[src/rtl/lsu_pkg.sv]
// Shared types and constants for the load/store unit: FSM states, access sizes
// and default RAM / memory-mapped IO region bases.
package lsu_pkg;

    typedef enum logic [1:0] {
        ST_IDLE = 2'd0,
        ST_ACC0 = 2'd1,
        ST_ACC1 = 2'd2,
        ST_RESP = 2'd3
    } lsu_state_e;

    localparam logic SIZE_BYTE = 1'b0;
    localparam logic SIZE_HALF = 1'b1;

    localparam logic [15:0] RAM_BASE_DEFAULT = 16'h1000;
    localparam logic [15:0] IO_BASE_DEFAULT  = 16'h2000;

endpackage

[src/rtl/lsu_load_align.sv]
// Load data alignment: byte select with sign/zero extension, halfword
// pass-through, and the merge of two byte reads into one halfword.
module lsu_load_align
    import lsu_pkg::*;
(
    input  logic [15:0] mem_data,
    input  logic        size,
    input  logic        sign_ext,
    input  logic        merge,
    input  logic [7:0]  lo_byte,
    output logic [15:0] rdata
);

    always_comb begin
        rdata = 16'h0000;
        if (merge) begin
            // Second half of a split access: this read is the upper byte.
            rdata = {mem_data[7:0], lo_byte};
        end else if (size == SIZE_HALF) begin
            rdata = mem_data;
        end else if (sign_ext) begin
            rdata = {{8{mem_data[7]}}, mem_data[7:0]};
        end else begin
            rdata = {8'h00, mem_data[7:0]};
        end
    end

endmodule

[src/rtl/load_store_unit.sv]
// 16-bit load/store unit between a pipeline request/response port and a data memory.
// Build option LSU_MISALIGN_SPLIT_EN: misaligned RAM halfwords become two byte accesses.
module load_store_unit
    import lsu_pkg::*;
#(
    parameter logic [15:0] RAM_BASE = RAM_BASE_DEFAULT,
    parameter logic [15:0] IO_BASE  = IO_BASE_DEFAULT
) (
    input  logic        CLK,
    input  logic        RESET,
    // Handshakes: a transfer happens on a rising edge where valid && ready;
    // a producer holds valid and its payload stable until that edge.
    input  logic        req_valid,
    output logic        req_ready,
    input  logic        req_write,
    input  logic        req_size,
    input  logic        req_signed,
    input  logic [15:0] req_addr,
    input  logic [15:0] req_wdata,
    output logic        rsp_valid,
    input  logic        rsp_ready,
    output logic [15:0] rsp_rdata,
    output logic        rsp_err,
    output logic        wmem,
    output logic        memc,
    output logic [15:0] DAddress,
    output logic [15:0] DataIn,
    input  logic [15:0] DataOut,
    output logic [1:0]  state_dbg
);

`ifdef LSU_MISALIGN_SPLIT_EN
    localparam logic SPLIT_EN = 1'b1;
`else
    localparam logic SPLIT_EN = 1'b0;
`endif

    lsu_state_e  state_q, state_d;
    logic [15:0] addr_q, addr_d, wdata_q, wdata_d;
    logic        write_q, write_d, size_q, size_d, signed_q, signed_d;
    logic        err_q, err_d, split_q, split_d;
    logic [7:0]  lo_byte_q, lo_byte_d;
    logic        rsp_valid_q, rsp_valid_d, rsp_err_q, rsp_err_d;
    logic [15:0] rsp_rdata_q, rsp_rdata_d;
    logic        wmem_q, wmem_d, memc_q, memc_d;
    logic [15:0] daddr_q, daddr_d, datain_q, datain_d;

    logic        req_misal, req_in_ram, req_split, req_err;
    logic [15:0] align_rdata;

    lsu_load_align u_align (
        .mem_data (DataOut),
        .size     (size_q),
        .sign_ext (signed_q),
        .merge    (state_q == ST_ACC1),
        .lo_byte  (lo_byte_q),
        .rdata    (align_rdata)
    );

    always_comb begin
        state_d     = state_q;
        addr_d      = addr_q;
        wdata_d     = wdata_q;
        write_d     = write_q;
        size_d      = size_q;
        signed_d    = signed_q;
        err_d       = err_q;
        split_d     = split_q;
        lo_byte_d   = lo_byte_q;
        rsp_valid_d = rsp_valid_q;
        rsp_err_d   = rsp_err_q;
        rsp_rdata_d = rsp_rdata_q;
        wmem_d      = wmem_q;
        memc_d      = memc_q;
        daddr_d     = daddr_q;
        datain_d    = datain_q;

        // Splitting is confined to RAM so an IO register never sees a torn halfword.
        req_misal  = (req_size == SIZE_HALF) && req_addr[0];
        req_in_ram = (req_addr >= RAM_BASE) && (req_addr < IO_BASE);
        req_split  = SPLIT_EN && req_misal && req_in_ram;
        req_err    = (req_write && (req_addr < RAM_BASE)) || (req_misal && !req_split);

        case (state_q)
            ST_IDLE: begin
                if (req_valid) begin
                    state_d     = ST_ACC0;
                    addr_d      = req_addr;
                    wdata_d     = req_wdata;
                    write_d     = req_write;
                    size_d      = req_size;
                    signed_d    = req_signed;
                    err_d       = req_err;
                    split_d     = req_split;
                    rsp_rdata_d = 16'h0000;
                    wmem_d      = req_write && !req_err;
                    memc_d      = req_split ? SIZE_BYTE : req_size;
                    daddr_d     = req_addr;
                    datain_d    = req_split ? {8'h00, req_wdata[7:0]} : req_wdata;
                end
            end
            ST_ACC0: begin
                if (!write_q && !err_q) begin
                    if (split_q) lo_byte_d = DataOut[7:0];
                    else         rsp_rdata_d = align_rdata;
                end
                if (split_q) begin
                    state_d  = ST_ACC1;
                    wmem_d   = write_q;
                    memc_d   = SIZE_BYTE;
                    daddr_d  = addr_q + 16'd1;
                    datain_d = {8'h00, wdata_q[15:8]};
                end else begin
                    state_d     = ST_RESP;
                    rsp_valid_d = 1'b1;
                    rsp_err_d   = err_q;
                    wmem_d      = 1'b0;
                    memc_d      = 1'b0;
                    daddr_d     = 16'h0000;
                    datain_d    = 16'h0000;
                end
            end
            ST_ACC1: begin
                if (!write_q) rsp_rdata_d = align_rdata;
                state_d     = ST_RESP;
                rsp_valid_d = 1'b1;
                rsp_err_d   = err_q;
                wmem_d      = 1'b0;
                memc_d      = 1'b0;
                daddr_d     = 16'h0000;
                datain_d    = 16'h0000;
            end
            ST_RESP: begin
                if (rsp_ready) begin
                    state_d     = ST_IDLE;
                    rsp_valid_d = 1'b0;
                    rsp_err_d   = 1'b0;
                    rsp_rdata_d = 16'h0000;
                end
            end
            default: state_d = ST_IDLE;
        endcase
    end

    always_ff @(posedge CLK or posedge RESET) begin
        if (RESET) begin
            state_q     <= ST_IDLE;
            addr_q      <= 16'h0000;
            wdata_q     <= 16'h0000;
            write_q     <= 1'b0;
            size_q      <= 1'b0;
            signed_q    <= 1'b0;
            err_q       <= 1'b0;
            split_q     <= 1'b0;
            lo_byte_q   <= 8'h00;
            rsp_valid_q <= 1'b0;
            rsp_err_q   <= 1'b0;
            rsp_rdata_q <= 16'h0000;
            wmem_q      <= 1'b0;
            memc_q      <= 1'b0;
            daddr_q     <= 16'h0000;
            datain_q    <= 16'h0000;
        end else begin
            state_q     <= state_d;
            addr_q      <= addr_d;
            wdata_q     <= wdata_d;
            write_q     <= write_d;
            size_q      <= size_d;
            signed_q    <= signed_d;
            err_q       <= err_d;
            split_q     <= split_d;
            lo_byte_q   <= lo_byte_d;
            rsp_valid_q <= rsp_valid_d;
            rsp_err_q   <= rsp_err_d;
            rsp_rdata_q <= rsp_rdata_d;
            wmem_q      <= wmem_d;
            memc_q      <= memc_d;
            daddr_q     <= daddr_d;
            datain_q    <= datain_d;
        end
    end

    assign req_ready = (state_q == ST_IDLE);
    assign rsp_valid = rsp_valid_q;
    assign rsp_err   = rsp_err_q;
    assign rsp_rdata = rsp_rdata_q;
    assign wmem      = wmem_q;
    assign memc      = memc_q;
    assign DAddress  = daddr_q;
    assign DataIn    = datain_q;
    assign state_dbg = state_q;

endmodule

[config.mk]
export PLATFORM = sky130hd
export DESIGN_NAME = load_store_unit
export DESIGN_NICKNAME = d
export VERILOG_FILES = /design/src/rtl/lsu_pkg.sv /design/src/rtl/lsu_load_align.sv /design/src/rtl/load_store_unit.sv
export SDC_FILE = /design/constraint.sdc
export NUM_CORES = 1
export LEC_CHECK = 0
export CAP_MARGIN = 20
export CORE_ASPECT_RATIO = 1.75
export CORE_MARGIN = 2
export CORE_UTILIZATION = 46
export DETAILED_ROUTE_END_ITERATION = 6
export PLACE_DENSITY_LB_ADDON = 0.08
export SETUP_SLACK_MARGIN = 0.05
export SYNTH_ARGS = -nofsm -noshare
export SYNTH_HDL_FRONTEND = slang
export SYNTH_SLANG_ARGS = --single-unit
[constraint.sdc]
create_clock -name CLK -period 5.2 [get_ports CLK]
set_clock_uncertainty 0.1 [all_clocks]
set_input_delay 1.04 -clock CLK [delete_from_list [all_inputs] [get_ports CLK]]
set_output_delay 1.04 -clock CLK [all_outputs]
set_load 0.005 [all_outputs]
==> Yosys cells after proc, flatten, opt, wreduce, memory -nomap -nowiden <==
Cells that the tools add are included.
{ "word_totals": {"register_bits": 58, "latch_bits": 0, "ram_bits": 0, "mem_bits_ro": 0, "in_bits": 55, "wordCells": 61, "memories": 0} }
{ "classes": {"addsub": 0, "mul": 0, "div": 0, "order_cmp": 1, "n_eq_ne": 7, "shifts": 0, "mux": 22, "n_bitwise": 0, "reduce_logical": 19} }
{ "op_table": {"columns": ["operator", "count"], "rows": [
  ["16-bit 2-to-1 mux", 9],
  ["16-bit one-hot mux with 2 select lines", 2],
  ["16-bit one-hot mux with 4 select lines", 1],
  ["16-bit by 13-bit less-than comparator with 1-bit output (second input constant)", 1],
  ["2-bit AND reduction", 5],
  ["2-bit inequality test (second input constant)", 4],
  ["1-bit one-hot mux with 2 select lines", 4],
  ["2-bit one-hot mux with 3 select lines", 1],
  ["3-bit nonzero test", 2],
  ["2-bit equality test (second input constant)", 2],
  ["1-bit logical AND", 4],
  ["2-bit 2-to-1 mux", 2],
  ["4-bit AND reduction", 1],
  ["1-bit logical NOT", 3],
  ["1-bit 2-to-1 mux", 3],
  ["2-bit by 1-bit equality test with 1-bit output (second input constant)", 1],
  ["2-bit logical NOT", 1],
  ["2-bit nonzero test", 1],
  ["2-bit OR reduction", 1],
  ["1-bit logical OR", 1]
]} }

==> Depth between registers and ports, before layout <==
Gate-level depths: netlist (run 1).
{ "depth": {"word_depth": 7, "ltp_mapped": 8, "mapped_depth_nobuf": 6} }

==> Hierarchy <==
From an unflattened synthesis (run 1), not the netlist that was laid out.
{ "unflattened": {"hier_cells": 304, "hier_area_um2": 2994.1} }
{ "modules_own_cells": {"columns": ["module", "n_inst", "cells_each", "area_each_um2"], "rows": [
  ["load_store_unit", 1, 266, 2695.1],
  ["lsu_load_align", 1, 38, 299.0]
]} }

==> Worst setup path before layout (run 1) <==
No wires, ideal clock.
{ "synth_path": {"path_kind": "register to output", "start": "register state_q[0], in the netlist state_dbg[0]", "end": "output req_ready", "t_arrival_ns": 0.746, "required_ns": 4.060, "slack_ns": 3.314, "path_stages_with_launch": 3, "cell_sequence": "dfrtp_1 inv_1 ha_1"} }
{ "synth_between": {"elab_chain_len": 1} }
{ "synth_rtl": {"columns": ["element", "line", "source"], "rows": [
  ["from (decl)", "load_store_unit.sv:38", "lsu_state_e state_q, state_d;"],
  ["from (signal assigned)", "load_store_unit.sv:164", "state_q <= state_d;"],
  ["2-bit logical NOT", "load_store_unit.sv:183", "assign req_ready = (state_q == ST_IDLE);"],
  ["to (decl)", "load_store_unit.sv:14", "output logic req_ready,"]
]} }
Every way passes these cells.

==> Worst setup path after layout (run 1) <==
Same ends and word-level chain as after synthesis.

==> results of run 1 <==
## tightest hold or removal path: stages, from the launching register on
cell and delay (ps):
dfrtp_1 340, nand2_1 50, nand2_1 50
## cells in the final DEF (no fill, tap or decap)
| master | count |
|---|---|
| a211oi_1 | 6 |
| a211oi_2 | 1 |
| a21o_1 | 8 |
| a21oi_1 | 1 |
| a21oi_2 | 1 |
| a22oi_1 | 1 |
| and2b_1 | 1 |
| buf_16 | 1 |
| buf_4 | 2 |
| bufinv_16 | 1 |
| clkbuf_1 | 1 |
| clkbuf_8 | 12 |
| clkdlybuf4s50_1 | 109 |
| clkinv_2 | 1 |
| dfrtp_1 | 58 |
| ha_1 | 6 |
| inv_1 | 4 |
| inv_2 | 1 |
| mux2_2 | 3 |
| nand2_1 | 95 |
| nand2b_1 | 4 |
| nand3_1 | 1 |
| nand3b_1 | 32 |
| nand4_1 | 1 |
| nand4_2 | 1 |
| nand4b_1 | 1 |
| nor2_1 | 2 |
| nor2_4 | 1 |
| nor2b_1 | 2 |
| nor2b_2 | 1 |
| nor4_1 | 1 |
| o211ai_1 | 1 |
| o21ai_0 | 24 |
| o21ai_2 | 1 |
## worst max-delay path by stage
stage	endpoint	slack, ps
floorplan	DAddress[0]	2630
global placement	rsp_rdata[13]	2280
detailed placement	rsp_rdata[9]	2200
CTS	req_ready	2360
global route	req_ready	2260
finish	req_ready	2380
## per-layer routing
metal,vias to the layer above,track usage,share of wire
met5,-,0,0
met4,0,0.0729,0.016
met3,10,0.0560,0.063
met2,80,0.347,0.52
met1,1065,0.259,0.40
li1,1129,-,-
## where the power goes
group          switching [mW]  total (mW)  internal (mW)
sequential              0.106       0.736          0.630
clock                   0.164       0.422          0.257
combinational           0.604        1.24          0.634
## flip-flops by register name (all words and copies together), names as in the netlist
register   count
size_q         1
wmem           1
rsp_rdata     16
err_q          1
DataIn        16
DAddress      16
signed_q       1
rsp_err        1
write_q        1
rsp_valid      1
memc           1
state_dbg      2
## area by class of cell
| cell class | count | area, sq um | share of cell area |
|---|---|---|---|
| sequential | 58 | 1450 | 0.363 |
| timing repair buffer | 112 | 1130 | 0.284 |
| multi-input combinational | 196 | 1090 | 0.273 |
| clock buffer | 13 | 169 | 0.0423 |
| tap | 76 | 95.1 | 0.0238 |
| clock inverter | 2 | 35.0 | 0.00877 |
| inverter | 5 | 18.8 | 0.00470 |
## kinds of logic after synthesis
| kind of cell | synth area share |
|---|---|
| DFF | 0.548 |
| adders and majority gates | 0.0283 |
| muxes | 0.0127 |
| and+or+nand+nor | 0.267 |
| AOI/OAI and AO/OA | 0.104 |
| buffers and inverters | 0.0401 |
## through the flow
step | utilization | total power, mW | setup WS (ps)
after global placement | 0.674 | 1.92 | 2280
after global routing | 0.715 | 2.58 | 2260
after floorplan | - | 1.49 | 2630
final | 0.715 | 2.40 | 2380
after CTS | 0.715 | 2.43 | 2360
after detailed placement | 0.679 | 2.00 | 2200
==> results.json, run 1 <==
{
  "fmax_mhz": 354,
  "io_pins": 110,
  "firstDrtPassIters": 4,
  "critical_path.top_delay_family": "buffers and inverters",
  "post_cts_resized": 0,
  "slew_headroom": 0.505,
  "hold_buffers": 0,
  "crit_path_top_delay_cell": "clkdlybuf4s50_1",
  "tns_ps": 0,
  "postRouteWirelength_mm": 6.43,
  "leakage_nw": 1.87,
  "gr-total-overflow": 0,
  "postPlaceCellArea_sq_um": 3790,
  "cts_root_buf": "clkbuf_8",
  "vias": 2284,
  "cts.clk_slew.worst_paths_ps": 60,
  "drive_gt1_frac": 0.0699,
  "grt_use_total": 0.211,
  "ys.flop_type": "dfrtp_1",
  "yosysSeqAreaShare": 0.548,
  "report.final.slew_viol_count": 0,
  "worst_hold_path_type": "flop to flop",
  "postRouteAntennaNets": 0,
  "rsz0062_at_grt": "false",
  "path_max_fanout": 6,
  "yosysTopAreaCellShare": 0.548,
  "ys_ff_latch": 58,
  "ys_top_cells_by_area": "dfrtp_1 (55%), nand2_1 (13%), nand3b_1 (9.1%)",
  "worst_pin_slew_ps": 740,
  "dieArea_sq_um": 6410,
  "r2r_end": "rsp_rdata[9]",
  "async_flop_share": 1.00,
  "startpoint": "state_dbg[0]",
  "syn_area_sq_um": 2650,
  "htreeDepth": 3,
  "fillers": 474,
  "min_delay_path_depth": 2,
  "hold_violations": 0,
  "drcViolationCount": 0,
  "die_h_um": 104,
  "antenna_found_initial": 0,
  "grt_max_degree": 37,
  "gp_congestion": 0.784,
  "start_util": 0.474,
  "cap_violations": 0,
  "rows": 36,
  "avgRoutedWirePerCell_um": 13.9,
  "syn_inst": 276,
  "startpoint_type": "flop",
  "yosysWarningCount": 0,
  "fin_nets": 443,
  "dieWidth_um": 61.4,
  "hpwl_mm": 4.57,
  "crit_buf_inv": 2,
  "ys_types": 30,
  "cts_buffers": 9,
  "port_buffers": 109,
  "power_density_nw_per_um2": 600,
  "status": "finished clean",
  "whs_ps": 364,
  "holdCritStartpoint": "DAddress[10]",
  "cts.sinks": 58,
  "required_ps": 4060,
  "yosysMostFrequentCell": "nand2_1",
  "cts_setup_buffers": 0,
  "yosysTopAreaCell": "dfrtp_1",
  "r2r_slack_ps": 2880,
  "setup_violations": 0,
  "cp.depth": 3,
  "end_kind": "primary output",
  "criticalPathCategory": "flop to primary output",
  "num_antenna_cells": 0,
  "clock_latency_ps": 320,
  "synth_fp_nets": 337,
  "drtIter0Drc": 135,
  "rr_worst_depth": 6,
  "instances_no_fill": 462,
  "placedCellCount": 447,
  "cpPeakStageDelay_ps": 530,
  "whs_endpoint": "DAddress[10]",
  "cp_cell_sequence": "inv_1 > ha_1 > clkdlybuf4s50_1",
  "fin_area_sq_um": 4000,
  "r2r-start": "state_dbg[0]",
  "synth_edf_count": 0,
  "viasPerCell": 4.94,
  "core_area_sq_um": 5590,
  "postSynthAreaPerCell_sq_um": 9.60,
  "fin_crit_sh": 0.543,
  "cp.arrival_ps": 1680,
  "grt_pass1_vias": 2251,
  "ir_worst_vdd_v": 0.000546,
  "cts_max_path_buffers": 2,
  "min_period_ps": 2820,
  "tritoncts": "yes",
  "area_growth_pct": 50.8,
  "synth_common_cells": "nand2_1 (95), dfrtp_1 (58), nand3b_1 (32)",
  "grt_first_pass_wirelength_mm": 10.2
}
Note: power is estimated with default switching activity, not from simulation.
==> run 2: changes to the inputs <==
CORE_UTILIZATION = 43   (was 46)
clock period = 2.85 ns   (was 5.2 ns; I/O delays follow)
==> run 2 against run 1 <==
  * Critical path depth unchanged
  * Clock power up 55%
  * Setup slack worse by 1900 ps
  * Combinational power up 77%
  * Routed wire length up 0.11%
  * Flip-flop and latch count unchanged
  * Clock-buffer cell count down 2
  * Worst hold slack worse by 0.87 ps
  * Die area up 6.6%
  * Largest cell class unchanged
  * Critical endpoint unchanged
==> results.json, run 2 (same netlist as run 1, synthesis figures left out) <==
{
  "status": "finished clean",
  "postRouteAntennaNets": 0,
  "cts_root_buf": "clkbuf_8",
  "grt_first_pass_wirelength_mm": 10.5,
  "report.final.slew_viol_count": 0,
  "final_common_cell": "clkdlybuf4s50_1",
  "grt_pass1_vias": 2240,
  "grt_max_degree": 46,
  "io_pins": 110,
  "setup_violations": 0,
  "cts_setup_buffers": 0,
  "rr_worst_depth": 6,
  "min_period_ps": 2390,
  "required_ps": 2180,
  "antenna_found_initial": 0,
  "grt_use_total": 0.196,
  "hpwl_mm": 4.67,
  "worst_hold_path_type": "flop to flop",
  "port_buffers": 109,
  "postRouteWirelength_mm": 6.44,
  "final_cell_mix": "clkdlybuf4s50_1 (109), nand2_1 (95), dfrtp_1 (58)",
  "cap_violations": 0,
  "drive_gt1_frac": 0.0771,
  "highest_layer": "met4",
  "wl_met3_um": 430,
  "vias": 2269,
  "cp_cell_sequence": "inv_1 > ha_1 > clkdlybuf4s50_1",
  "cts_buffers": 9,
  "critical_path.top_delay_family": "buffers and inverters",
  "avgRoutedWirePerCell_um": 13.8,
  "drtIter0Drc": 175,
  "cts.sinks": 58,
  "area_growth_pct": 49.9,
  "min_delay_path_depth": 2,
  "dieWidth_um": 63.3,
  "path_max_fanout": 6,
  "fin_crit_sh": 0.838,
  "end_kind": "primary output",
  "slew_headroom": 0.622,
  "gr-total-overflow": 0,
  "r2r-start": "state_dbg[0]",
  "wl_met1_mm": 2.48,
  "whs_endpoint": "DataIn[4]",
  "fin_nets": 445,
  "rsz0062_at_grt": "false",
  "cts.clk_slew.worst_paths_ps": 70,
  "drcViolationCount": 0,
  "crit_buf_inv": 2,
  "hold_violations": 0,
  "whs_ps": 363,
  "crit_path_top_delay_cell": "clkdlybuf4s50_1",
  "core_area_sq_um": 5930,
  "r2r_end": "rsp_rdata[9]",
  "cpPeakStageDelay_ps": 540,
  "firstDrtPassIters": 4,
  "worst_pin_slew_ps": 565,
  "leakage_nw": 1.86,
  "clock_latency_ps": 320,
  "cts_max_path_buffers": 2,
  "die_h_um": 108,
  "rows": 37,
  "gp_congestion": 0.838,
  "dieArea_sq_um": 6830,
  "post_cts_resized": 0,
  "htreeDepth": 3,
  "tritoncts": "yes",
  "hold_buffers": 0,
  "instances_no_fill": 467,
  "criticalPathCategory": "flop to primary output",
  "num_antenna_cells": 0,
  "viasPerCell": 4.86,
  "power_density_nw_per_um2": 1060,
  "startpoint_type": "flop",
  "holdCritStartpoint": "DataIn[4]",
  "tns_ps": 0,
  "cp.arrival_ps": 1720,
  "ir_worst_vdd_v": 0.00118,
  "start_util": 0.447,
  "r2r_slack_ps": 970,
  "placedCellCount": 451,
  "dr_wl_met2_mm": 3.44,
  "fmax_mhz": 419
}
==> run 2: cell types whose count changed in the layout (fill, tap and decap cells not counted) <==
cell,change
clkbuf_8,-2
buf_16,-1
bufinv_16,-1
clkinv_2,+2
clkinvlp_4,+2
buf_4,+2
buf_12,+1
==> run 2: area by class of cell <==
class,instances,area (sq um)
Multi-Input combinational cell,196,1090
Timing Repair Buffer,114,1140
Tap cell,78,97.6
Clock buffer,11,141
Inverter,5,18.8
Sequential cell,58,1450
Clock inverter,5,30.0
Fill cell,542,1950
==> run 2: power breakdown <==
group	internal [mW]	switching, mW	total (mW)	leakage (nW)
Clock	0.334	0.318	0.653	0.0851
Combinational	1.12	1.08	2.20	1.02
Sequential	1.15	0.198	1.35	0.749
Total	2.61	1.60	4.20	1.86
==> run 2: worst max path at each step <==
stage            startpoint  cells past startpoint           to
6_report       state_dbg[0]                      3    req_ready
3_5_place_dp      req_valid                      6         wmem
4_1_cts        state_dbg[0]                      3    req_ready
5_1_grt        state_dbg[1]                      3    req_ready
3_3_place_gp      req_valid                      6         wmem
2_1_floorplan         RESET                      1  DAddress[0]
==> run 2: through the flow <==
step | power, mW | cell area [sq um] | worst slack [ps] | utilization
after floorplan | 2.71 | 2650 | 752 | -
after global placement | 3.53 | 3800 | 785 | 0.641
after detailed placement | 3.60 | 3800 | 756 | 0.641
after CTS | 4.25 | 3970 | 438 | 0.670
after global routing | 4.55 | 3970 | 363 | 0.670
final | 4.20 | 3970 | 461 | 0.670
==> run 2: layer usage <==
| layer | up-vias | track usage |
|---|---|---|
| met4 | 0 | 0.0776 |
| li1 | 1129 | - |
| met1 | 1049 | 0.219 |
| met5 | - | 0 |
| met2 | 81 | 0.347 |
| met3 | 10 | 0.0565 |
==> run 2: worst register-to-register path: cells and delay by family, from the launching register on <==
family	cells	cell delay, ps
buf+inv	2	450
compound gates	3	500
flops	1	460
fa+ha+maj	1	300
==> edit 1 (settings of run 2) <==
The option `LSU_MISALIGN_SPLIT_EN` is turned on by a define.
--- a/src/rtl/load_store_unit.sv
+++ b/src/rtl/load_store_unit.sv
@@ -1,4 +1,6 @@
 // 16-bit load/store unit between a pipeline request/response port and a data memory.
 // Build option LSU_MISALIGN_SPLIT_EN: misaligned RAM halfwords become two byte accesses.
+`define LSU_MISALIGN_SPLIT_EN
+
 module load_store_unit
     import lsu_pkg::*;
Function: changed (a bounded check fails within 4 cycles, from zero or initial values and one cycle with RESET high).
==> edit 1 against run 2 <==
- power rose by 58%
- maximum frequency is 2.8% lower
- synthesized area up 60%
- largest cell class unchanged
- wire length grew 61%
- sequential share of layout area is 2.8 points higher
- design area rose by 46%
- largest power group unchanged
- sequential cell count grew 33
- global-route usage grew 0.89 points
- worst setup slack worse by 68 ps
- critical path depth is the same
- core utilization is 6.3 points lower
- critical path type unchanged
==> edit 1: results (changes against run 2) <==
[layout]
drive_gt1_share_pct = 9.572  ; +1.9 points
fillers = 837  ; +54%
num-nets-final = 547  ; +23%

[routing]
drt_iter0_markers = 173  ; -1.1%
firstDrtPassIters = 4  ; unchanged
wl_per_cell_um = 16.90  ; +23%
vias = 3350  ; +48%

[global_routing]
grt_util_met2_pct = 36.44  ; +1.8 points
grt_pass1_vias = 3455  ; +54%
antenna_found_initial = 0  ; unchanged
track_usage_pct = 20.50  ; +0.89 points
grt_max_degree = 92  ; +100%
grt_first_pass_wirelength_um = 17070  ; +62%
grtUsageMet1_pct = 24.20  ; +2.3 points
grt_use_met3_pct = 4.000  ; -1.6 points

[yosys]
synth_cell_type_count = 39  ; +30%
ys_top_cells_by_count = 91 x dfrtp_1, 45 x nor2_1, 31 x nand2_1
yosysSeqAreaShare_pct = 53.81  ; -0.95 points
synth_nets = 438  ; +30%
yosys-top-cells-area = dfrtp_1 54%, mux2_1 6.4%, nor2_1 4.0%
synth_enable_flop_cells = 0  ; unchanged

[clock_network]
cts-resized-gates = 0  ; unchanged
clk_path_buf_depth = 2  ; unchanged
post_cts_buffers = 0  ; unchanged
htreeDepth = 3  ; unchanged
cts_root_buf = clkbuf_16

[placement]
placed_area_um2 = 5482  ; +44%
hpwl_um = 7177  ; +54%
routabilityCongestion = 0.7906  ; -5.6%

[power_and_ir_drop]
power.leakage_nw = 2.480  ; +34%
ir_drop_mv = 0.6102  ; -48%

[critical_path]
rrSetupSlack_ps = 590  ; -380 ps
arrival_ps = 1790  ; +70 ps
crit_path_max_fanout = 8  ; +2

[timing]
timing.slew.headroom_pct = 65.38  ; +3.1 points

[outcome]
status = completed

==> edit 1: cell count changes in the layout (fill, tap and decap cells not counted), moves of 18 or more <==
cell             run 2  this run
mux2_1               0        24
o31ai_1              0        18
nand2_1             95        31
nand3b_1            32         0
dfrtp_1             58        91
nor2_1               2        45
==> edit 1: area by class of cell <==
cell class / count / area (µm²) / share of cell area [%]
Sequential cell: 91 / 2277 / 39.33
Multi-Input combinational cell: 260 / 1842 / 31.81
Timing Repair Buffer: 118 / 1184 / 20.45
Clock buffer: 15 / 277.8 / 4.798
Tap cell: 122 / 152.6 / 2.637
Clock inverter: 1 / 30.03 / 0.5187
Inverter: 6 / 26.28 / 0.4539
==> edit 1: per-stage QoR <==
stage               utilization (%)  setup WS, ps  hold WS (ps)  instances  power [W]
finish                        60.77         393.0         372.6        613   0.006624
global route                  60.77         299.1         398.4        613   0.007122
CTS                           60.77         369.3         378.7        613   0.006704
detailed placement            57.54         458.1         367.7        597   0.005443
global placement              57.54         481.5         359.1        597   0.005355
floorplan                         -          1065         356.2        377   0.004114
==> edit 1: power by group <==
part / internal (W) / switching, W / total (W)
Combinational: 0.00156 / 0.00152 / 0.00309
Sequential: 0.00187 / 0.000438 / 0.00231
Clock: 0.000754 / 0.000476 / 0.00123
==> edit 1: final timing paths <==
kind / start / to / cells after the start
max: state_dbg[1] / req_ready / 3
min: rsp_valid / rsp_valid / 1
max reg2reg: state_dbg[1] / DAddress[14] / 7
min reg2reg: rsp_valid / rsp_valid / 1
max in group asynchronous: RESET / lo_byte_q[0] / 3
min in group asynchronous: RESET / rsp_rdata[0] / 3
==> edit 1: layer usage <==
metal / vias up / part of all wire, %
met2: 102 / 53
met3: 12 / 4.7
met4: 0 / 1.5
met1: 1664 / 41
met5: - / 0
li1: 1572 / -
==> edit 1: cell families after synthesis <==
family                     count (synthesis)  synth area share, %
AOI/OAI and AO/OA                         87                14.49
xor gates and xnor gates                  14                2.898
adders and majority gates                  6                1.774
buffers and inverters                     26                2.720
DFF                                       91                53.81
muxes                                     43                11.21
and+or+nand+nor                          110                13.10
==> edit 1: worst max-delay path, stage by stage (launching register included) <==
cell and delay, ps:
dfrtp_1 460, inv_1 110, ha_1 320, clkdlybuf4s50_1 560
==> edit 2 (settings of run 2) <==
Without the edit above. Put one more register stage on the output `state_dbg`, with the module's reset. The value now appears one clock later. The other outputs are not delayed to match.
--- a/src/rtl/load_store_unit.sv
+++ b/src/rtl/load_store_unit.sv
@@ -189,5 +189,11 @@
     assign DAddress  = daddr_q;
     assign DataIn    = datain_q;
-    assign state_dbg = state_q;
+    always_ff @(posedge CLK or posedge RESET) begin
+        if (RESET) begin
+            state_dbg <= '0;
+        end else begin
+            state_dbg <= state_q;
+        end
+    end
 
 endmodule
Function: changed (Yosys sat finds a counterexample within 4 cycles, from zero or initial values and one cycle with RESET high).
==> edit 2 against run 2 <==
- synthesized cell count is 0.72% higher
- sequential cell count is 2 higher
- worst setup slack better by 11 ps
- power is 3.2% higher
- non-clock buffer count is 3 higher
- first-iteration DRC count is 39% lower
- synthesized area is 1.9% higher
- sequential share of layout area is 0.58 points higher
- critical path depth stayed put
- design area is 1.8% higher
- wire length is 4.2% higher
- largest power group unchanged
- highest routed layer unchanged
==> edit 2: results (changes against run 2) <==
[outcome]
status = completed

[yosys]
synth_fa_ha_area_share_pct = 2.780  ; -0.053 points
synth_mux_area_share_pct = 1.251  ; -0.024 points
yosys-top-cells-area = dfrtp_1 56%, nand2_1 13%, nand3b_1 8.9%
ys_top_cells_by_count = 95 x nand2_1, 60 x dfrtp_1, 32 x nand3b_1
syn_area_per_cell_um2 = 9.713  ; +1.2%
synth_nets = 339  ; +0.59%

[layout]
num-nets-final = 450  ; +1.1%

[global_routing]
grt_max_degree = 37  ; -20%
grt_first_pass_wirelength_um = 10870  ; +3.3%
track_usage_pct = 20.54  ; +0.93 points

[timing]
worst_hold_slack_ps = 361.4  ; -1.773 ps
timing.slew.headroom_pct = 65.61  ; +3.4 points

[routing]
wl_um = 6711  ; +4.2%
drt_iter0_markers = 106  ; -39%

[min_path]
min_to = DAddress[7]

[critical_path]
r2r_end = rsp_rdata[6]
worstReg2RegStart = state_q[0]

[placement]
routabilityCongestion = 0.7759  ; -7.4%
placedCellCount = 458  ; +1.6%

[power_and_ir_drop]
ir_drop_mv = 0.7956  ; -33%
power_clock_w = 0.000658  ; +0.8%
pwr-share-comb_pct = 52.9  ; +0.5 points
power.leakage_nw = 1.898  ; +2.2%
power.share.switching_pct = 37.46  ; -0.51 points

[floorplanning]
die_w_um = 63.90  ; +0.88%

edit 2: how the worst max path moves through the flow:
stage / end / startpoint / depth (start not counted)
2_1_floorplan: DAddress[0] / RESET / 1
3_3_place_gp: rsp_rdata[1] / rsp_ready / 6
3_5_place_dp: rsp_rdata[6] / rsp_ready / 5
4_1_cts: req_ready / state_q[0] / 3
5_1_grt: req_ready / state_q[1] / 3
6_report: req_ready / state_q[0] / 3
edit 2: layout make-up:
cell class / count / area [µm²] / share of cell area, %
sequential: 60 / 1501 / 37.12
timing repair buffer: 117 / 1164 / 28.77
multi-input combinational: 196 / 1092 / 27.00
clock buffer: 13 / 158.9 / 3.928
tap: 80 / 100.1 / 2.474
inverter: 5 / 18.77 / 0.4640
clock inverter: 2 / 10.01 / 0.2474
edit 2: layer usage:
metal / up-vias / GRT usage, % / wire (µm)
li1: 1142 / - / -
met1: 1101 / 22.83 / 2571
met2: 77 / 35.27 / 3584
met3: 14 / 5.470 / 356
met4: 0 / 11.34 / 199
met5: - / 0 / 0
edit 2: worst reg2reg max path, cell delays in order, from the launching register on:
cell,delay (ps)
dfrtp_1,460
inv_1,120
ha_1,290
o21ai_2,170
nand4_2,430
buf_4,340
o21ai_0,190
edit 2: metrics by stage:
step / cell area [µm²] / setup WS (ps) / total power, W
5_1_grt: 4045 / 381.3 / 0.004713
3_3_place_gp: 3876 / 503.3 / 0.003687
4_1_cts: 4045 / 446.5 / 0.004405
2_1_floorplan: 2700 / 695.3 / 0.002755
3_5_place_dp: 3876 / 427.0 / 0.003735
6_report: 4045 / 472.2 / 0.004337
edit 2: cells by family after synthesis:
kind of cell,Yosys count
and+or+nand+nor,143
buffers and inverters,22
AOI/OAI and AO/OA,44
muxes,3
adders and majority gates,6
DFF,60
